==> src/rtl/wb_buf_stage.sv <==
// Writeback stage with a DEPTH-entry in-order retire buffer feeding the RF port.
// Optional byte-merged forwarding lookup is built when WB_BUF_FWD_EN is defined.
module wb_buf_stage #(
    parameter int DATA_W = 32,
    parameter int ADDR_W = 5,
    parameter int DEPTH  = 2
) (
    input  logic                       clk,
    input  logic                       resetn,
    input  logic                       in_valid,
    output logic                       in_allowin,
    input  logic [DATA_W-1:0]          in_pc,
    input  logic                       in_gr_we,
    input  logic [DATA_W/8-1:0]        in_wen,
    input  logic [ADDR_W-1:0]          in_dest,
    input  logic [DATA_W-1:0]          in_result,
    input  logic                       ws_stall,
    output logic [DATA_W/8-1:0]        rf_we,
    output logic [ADDR_W-1:0]          rf_waddr,
    output logic [DATA_W-1:0]          rf_wdata,
    output logic                       ws_reg_write,
    input  logic [ADDR_W-1:0]          fwd_raddr1,
    input  logic [ADDR_W-1:0]          fwd_raddr2,
    output logic [DATA_W/8-1:0]        fwd_bmask1,
    output logic [DATA_W/8-1:0]        fwd_bmask2,
    output logic [DATA_W-1:0]          fwd_data1,
    output logic [DATA_W-1:0]          fwd_data2,
    output logic [$clog2(DEPTH):0]     occupancy,
    output logic [DATA_W-1:0]          debug_wb_pc,
    output logic [DATA_W/8-1:0]        debug_wb_rf_wen,
    output logic [ADDR_W-1:0]          debug_wb_rf_wnum,
    output logic [DATA_W-1:0]          debug_wb_rf_wdata
);

    localparam int PW = $clog2(DEPTH);
    localparam int CW = PW + 1;
    localparam int BW = DATA_W / 8;

    logic [DATA_W-1:0] r_pc   [DEPTH];
    logic              r_we   [DEPTH];
    logic [BW-1:0]     r_wen  [DEPTH];
    logic [ADDR_W-1:0] r_dest [DEPTH];
    logic [DATA_W-1:0] r_res  [DEPTH];

    logic [PW-1:0] r_head;
    logic [PW-1:0] r_tail;
    logic [CW-1:0] r_count;

    logic w_retire;
    logic w_enq;

    assign w_retire   = (r_count != '0) && !ws_stall;
    assign in_allowin = (r_count < CW'(DEPTH)) || w_retire;
    assign w_enq      = in_valid && in_allowin;
    assign occupancy  = r_count;

    // DEPTH is a power of two, so pointers wrap by natural overflow.
    always_ff @(posedge clk or negedge resetn) begin
        if (!resetn) begin
            r_head  <= '0;
            r_tail  <= '0;
            r_count <= '0;
        end else begin
            if (w_enq)
                r_tail <= r_tail + PW'(1);
            if (w_retire)
                r_head <= r_head + PW'(1);
            if (w_enq && !w_retire)
                r_count <= r_count + CW'(1);
            else if (!w_enq && w_retire)
                r_count <= r_count - CW'(1);
        end
    end

    always_ff @(posedge clk) begin
        if (w_enq) begin
            r_pc[r_tail]   <= in_pc;
            r_we[r_tail]   <= in_gr_we;
            r_wen[r_tail]  <= in_wen;
            r_dest[r_tail] <= in_dest;
            r_res[r_tail]  <= in_result;
        end
    end

    always_comb begin
        rf_we       = '0;
        rf_waddr    = '0;
        rf_wdata    = '0;
        debug_wb_pc = '0;
        if (w_retire) begin
            rf_we       = r_we[r_head] ? r_wen[r_head] : '0;
            rf_waddr    = r_dest[r_head];
            rf_wdata    = r_res[r_head];
            debug_wb_pc = r_pc[r_head];
        end
    end

    assign ws_reg_write      = (rf_we != '0);
    assign debug_wb_rf_wen   = rf_we;
    assign debug_wb_rf_wnum  = rf_waddr;
    assign debug_wb_rf_wdata = rf_wdata;

`ifdef WB_BUF_FWD_EN
    logic [PW-1:0] w_idx;

    // Walk oldest to youngest so a younger hit overrides each byte it enables.
    always_comb begin
        fwd_bmask1 = '0;
        fwd_bmask2 = '0;
        fwd_data1  = '0;
        fwd_data2  = '0;
        w_idx      = '0;
        for (int unsigned i = 0; i < DEPTH; i++) begin
            w_idx = r_head + PW'(i);
            if ((CW'(i) < r_count) && r_we[w_idx]) begin
                for (int unsigned b = 0; b < BW; b++) begin
                    if (r_wen[w_idx][b]) begin
                        if (fwd_raddr1 != '0 && r_dest[w_idx] == fwd_raddr1) begin
                            fwd_bmask1[b]       = 1'b1;
                            fwd_data1[8*b +: 8] = r_res[w_idx][8*b +: 8];
                        end
                        if (fwd_raddr2 != '0 && r_dest[w_idx] == fwd_raddr2) begin
                            fwd_bmask2[b]       = 1'b1;
                            fwd_data2[8*b +: 8] = r_res[w_idx][8*b +: 8];
                        end
                    end
                end
            end
        end
    end
`else
    logic w_unused_raddr;
    assign w_unused_raddr = ^{fwd_raddr1, fwd_raddr2};
    assign fwd_bmask1     = '0;
    assign fwd_bmask2     = '0;
    assign fwd_data1      = '0;
    assign fwd_data2      = '0;
`endif

endmodule

==> config.mk <==
export PLATFORM = sky130hd
export DESIGN_NAME = wb_buf_stage
export DESIGN_NICKNAME = d
export VERILOG_FILES = /design/src/rtl/wb_buf_stage.sv
export SDC_FILE = /design/constraint.sdc
export NUM_CORES = 1
export LEC_CHECK = 0
export ABC_AREA = 1
export BUFFER_PORTS_ARGS = -buffer_cell sky130_fd_sc_hd__buf_2
export CORE_ASPECT_RATIO = 0.6
export CORE_MARGIN = 5
export CORE_UTILIZATION = 45
export CTS_BUF_LIST = sky130_fd_sc_hd__clkbuf_4 sky130_fd_sc_hd__clkbuf_8
export DETAILED_ROUTE_END_ITERATION = 8
export GPL_TIMING_DRIVEN = 0
export PLACE_DENSITY = 0.73
export SYNTH_ARGS = -nofsm -noshare
export SYNTH_HDL_FRONTEND = slang
export SYNTH_SLANG_ARGS = --single-unit
==> constraint.sdc <==
create_clock -name clk -period 6 [get_ports clk]
set_input_delay 0.3 -clock clk [delete_from_list [all_inputs] [get_ports clk]]
set_output_delay 0.3 -clock clk [all_outputs]
set_load 0.1 [all_outputs]
# ---- After elaboration in Yosys (flattened, before gate mapping)
# Memory sizes are Yosys's and may differ from the RTL's.
# Index checks and enable logic that the tools add are counted.
dict set report classes {
  n_addsub 4
  order_cmp 1
  n_mux 9
  n_reduce_logical 11
}
# cell n
set op_table {}
lappend op_table {{$mux 32} 2}
lappend op_table {{$mux 4} 2}
lappend op_table {{$mux 5} 1}
lappend op_table {{$logic_and 1x1->1} 4}
lappend op_table {{$mux 2} 2}
lappend op_table {{$reduce_bool 2->1} 2}
lappend op_table {{$reduce_bool 4->1} 1}
lappend op_table {{$logic_not 1->1} 3}
lappend op_table {{$add 1x1->1 const B} 2}
lappend op_table {{$add 2x1->2 const B} 1}
lappend op_table {{$lt 2x2->1 const B} 1}
lappend op_table {{$mux 1} 2}
lappend op_table {{$sub 2x1->2 const B} 1}
lappend op_table {{$logic_or 1x1->1} 1}
dict set report word_totals {
  ff_bits 4
  mem_bits_rw 148
  input_bits 88
  out_inout_bits 190
  wordCells 33
  memories 5
}
# memory words word_bits rd rd_clocked_by_memory_dff wr line_no
set mem_list {}
lappend mem_list {r_pc 2 32 1 0 1 39} ;# logic [DATA_W-1:0] r_pc [DEPTH];
lappend mem_list {r_res 2 32 1 0 1 43} ;# logic [DATA_W-1:0] r_res [DEPTH];
lappend mem_list {r_dest 2 5 1 0 1 42} ;# logic [ADDR_W-1:0] r_dest [DEPTH];
lappend mem_list {r_wen 2 4 1 0 1 41} ;# logic [BW-1:0] r_wen [DEPTH];
lappend mem_list {r_we 2 1 1 0 1 40} ;# logic r_we [DEPTH];

# ---- Depth between registers and ports, before layout
dict set report logic_depth {
  ltp_word 8
  ltp_mapped 8
  mapped_depth_nobuf 8
}

# ---- Worst setup path before layout
# No wires, ideal clock.
dict set report synth_timing {
  path_type {register to register}
  start {register r_count[0] (netlist: occupancy[0])}
  end {memory r_dest[1][0] (enable)}
  setup_time_ps 507
  arrival_time_ps 5291
  path_slack_ps 202
  path_stages_with_launch 5
  path_buffers 0
  path_cell_list {dfrtp_1 -> o21bai_1 -> nand2_1 -> nand2_1 -> nor2_1}
}
dict set report synth_via {
  elab_chain_cells 6
}
# element line_no
set synth_lines {}
lappend synth_lines {{start, declared} 47} ;# logic [CW-1:0] r_count;
lappend synth_lines {{start signal, assigned} 69} ;# r_count <= r_count + CW'(1);
lappend synth_lines {{start signal, assigned} 71} ;# r_count <= r_count - CW'(1);
lappend synth_lines {{branches (longest 2 deep; another with $lt 2x2->1)} n/a}
lappend synth_lines {{$logic_or 1x1->1 (*)} 53} ;# assign in_allowin = (r_count < CW'(DEPTH)) || w_retire;
lappend synth_lines {{net in_allowin} 11} ;# output logic in_allowin,
lappend synth_lines {{$logic_and 1x1->1 (*)} 54} ;# assign w_enq = in_valid && in_allowin;
lappend synth_lines {{$mux 1 (*)} 76} ;# if (w_enq) begin
lappend synth_lines {{$mux 1 (implied by the code) (*)} 80} ;# r_dest[r_tail] <= in_dest;
lappend synth_lines {{end, declared} 42}
# Mark *: on every way through the listed nets, which the timed path passes.

# ---- Worst setup path after layout
dict set report layout_timing {
  start {register r_head}
  end {output rf_wdata[25]}
}
dict set report layout_via {
  elab_chain_cells 2
}
# element line_no
set layout_lines {}
lappend layout_lines {{start, declared} 45} ;# logic [PW-1:0] r_head;
lappend layout_lines {{start signal, assigned} 67} ;# r_head <= r_head + PW'(1);
lappend layout_lines {{$mem_v2 2x32} n/a}
lappend layout_lines {{$mux 32} 90} ;# if (w_retire) begin
lappend layout_lines {{end, declared} 20} ;# output logic [DATA_W-1:0] rf_wdata,
# No other way between the ends.

==> key figures <==
Worst setup path
  • CP arrival: 2.27 ns
  • Crit path cell chain: inv_1, buf_2, buf_2, nand2_1, nand2_1, nand2_1, inv_1, buf_4, buf_2
  • Slowest stage delay, CP: 0.41 ns
  • Kind of critical path: reg2out
  • CP Data Required Time: 5.70 ns
  • R2R setup slack: 4.10 ns
  • Critical path peak fanout: 10
  • Crit-path leading delay family: buffers and inverters
  • Slowest cell on crit path: buf_2
  • Startpoint types: register
  • WP buf/inv: 6
  • Crit end category: output port

Detailed routing
  • DR pass1 iterations: 4
  • # DRC: 0
  • Total number of vias: 5,008
  • Routed wire length: 16,400 um
  • WL/cell: 13.8 um
  • DRT iter0 DRCs: 268
  • Avg Vias per Cell: 4.23
  • Post-route ant nets: 0

Floorplanning
  • Site Rows: 35
  • # IOs: 278
  • Die area: 18,300 um^2
  • Initial Util: 45.9%
  • Die Height: 107 um
  • Die W: 171 um
  • Core area: 15,300 um^2

Placed design
  • Hpwl dp: 12,200 um
  • Final Wtd Congestion: 0.761
  • Placed cells: 1,152
  • I/O Buffers: 195

Final layout
  • # diodes: 0
  • Nets: 1,058
  • Fillcell total: 1,397
  • Most common cell after layout, fill and taps aside: nand2_1
  • Share of cells above drive strength 1: 37.6%
  • Final Non-Filler Cells: 1,185
  • P&R area growth vs syn: 28.1%
  • Most frequent cells in the layout: nand2_1 (298), buf_2 (216), edfxtp_1 (148)

Global routing
  • Largest net degree at the start of global routing: 67
  • Global Route Usage Sum: 17.4%
  • First-pass GRT wire length: 24,400 um
  • Initial antenna violation count: 1
  • Vias in the first global route: 4,768
  • GR Overflow Total: 0

Clock network
  • Worst-Skew Late Latency: 0.42 ns
  • CTS Buffer Depth: 2
  • Root buf cell: clkbuf_8
  • CTS buffer count: 17
  • CTS tree: yes
  • CTS sink count: 152
  • Worst-path clk slew: 0.09 ns
  • H-tree lvl count: 4
  • Post-CTS Setup Bufs: 0

Yosys
  • Seq/Total Area, Yosys: 64.6%
  • Mapped Cells: 680
  • Yosys warning total: 0
  • Syn avg cell area: 10.3 um^2
  • #FFs+latches synth: 152
  • Synth cell types: 18
  • Mapped Area: 7040 um^2

STA
  • Worst slew pin tran: 0.542 ns
  • Peak Freq: 390 MHz
  • Clock skew: 0.0138 ns
  • Slew headroom: 63.8%
  • Fin. max-slew vios: 0
  • Fin. Hold Viols: 0
  • Period utilisation layout: 42.8%
  • Final min period: 2.57 ns
  • Final count of negative-setup-slack endpoints: 0
  • Unrepaired setup endpoints after global routing: no

Hold path
  • Hold crit path type: in2reg

Job
  • Max-Cap Viols: 0

Outcome
  • Status: finished clean
repair_timing:
item / in CTS / in global routing
endpoints found under the hold margin: 4 / 0
resized for setup: 0 / 0
hold buffers: 1 / 0
state kept, by name (all words and copies together) (netlist names):
name and cells:
r_pc 64, r_res 64, r_dest 10, r_wen 8, occupancy 2, r_we 2, r_head 1, r_tail 1
logic make-up after synthesis:
kind of cell             count (synthesis)  share of synthesized area (%)
AND/OR/NAND/NOR                        303                           16.3
buffers and inverters                  212                           17.9
flip-flops                             152                           64.6
AO/OA/AOI/OAI                            8                          0.605
XOR/XNOR                                 3                          0.374
adder cells (fa/ha/maj)                  1                          0.178
other                                    1                         0.0533
stage by stage:
stage                     instance area [um^2]  utilization, %  hold slack (ns)  TNS, ns  setup slack, ns
after global placement                    8530            55.7            0.110   -12.67           -0.179
final                                     9010            58.8           0.0591        0             3.43
after global routing                      9010            58.8           0.0245        0             3.15
after detailed placement                  8610            56.2            0.110        0             3.82
after floorplan                           7300               -          0.00441        0            0.202
after CTS                                 9010            58.8           0.0290        0             3.33
layout make-up:
type / count / area (um^2) / area share (%)
Multi-Input combinational cell: 387 / 1510 / 16.7
Buffer: 136 / 972 / 10.8
Inverter: 76 / 288 / 3.19
Clock inverter: 13 / 141 / 1.57
Sequential cell: 152 / 4540 / 50.4
Clock buffer: 19 / 249 / 2.76
Tap cell: 203 / 254 / 2.82
Timing Repair Buffer: 199 / 1050 / 11.7
routing by layer:
metal  global-route usage [%]  vias up  part of all wire (%)
li1                         -     2513                     -
met2                     28.0      192                    47
met1                     22.9     2285                    43
met3                     5.16       16                   9.1
met5                        0        -                 0.067
met4                     5.03        2                   1.3
path summary, 6_finish.rpt:
kind / startpoint / end / cells past startpoint
max: r_head$_DFFE_PN0P_ / rf_wdata[25] / 9
min: in_result[26] / r_res[1][26]$_DFFE_PP_ / 1
max reg2reg: occupancy[0]$_DFFE_PN0P_ / r_pc[1][5]$_DFFE_PP_ / 5
min reg2reg: r_tail$_DFFE_PN0N_ / r_tail$_DFFE_PN0N_ / 2
max in group asynchronous: resetn / occupancy[0]$_DFFE_PN0P_ / 2
min in group asynchronous: resetn / r_tail$_DFFE_PN0N_ / 2
synth_stat cells, drive strengths merged:
| master | instances | area, um^2 |
|---|---|---|
| nand3 | 1 | 5.00 |
| a21oi | 5 | 25.0 |
| or2 | 1 | 6.26 |
| buf | 136 | 972 |
| xnor2 | 1 | 8.76 |
| inv | 76 | 285 |
| o21bai | 1 | 7.51 |
| ha | 1 | 12.5 |
| xor2 | 2 | 17.5 |
| conb | 1 | 3.75 |
| dfrtp | 4 | 100 |
| nand2 | 298 | 1120 |
| o21ai | 2 | 10.0 |
| nor2 | 3 | 18.8 |
| edfxtp | 148 | 4440 |
Power is left out: the tool's default activity adds up to more than one toggle a clock period on the data nets, which glitch-free logic cannot reach.
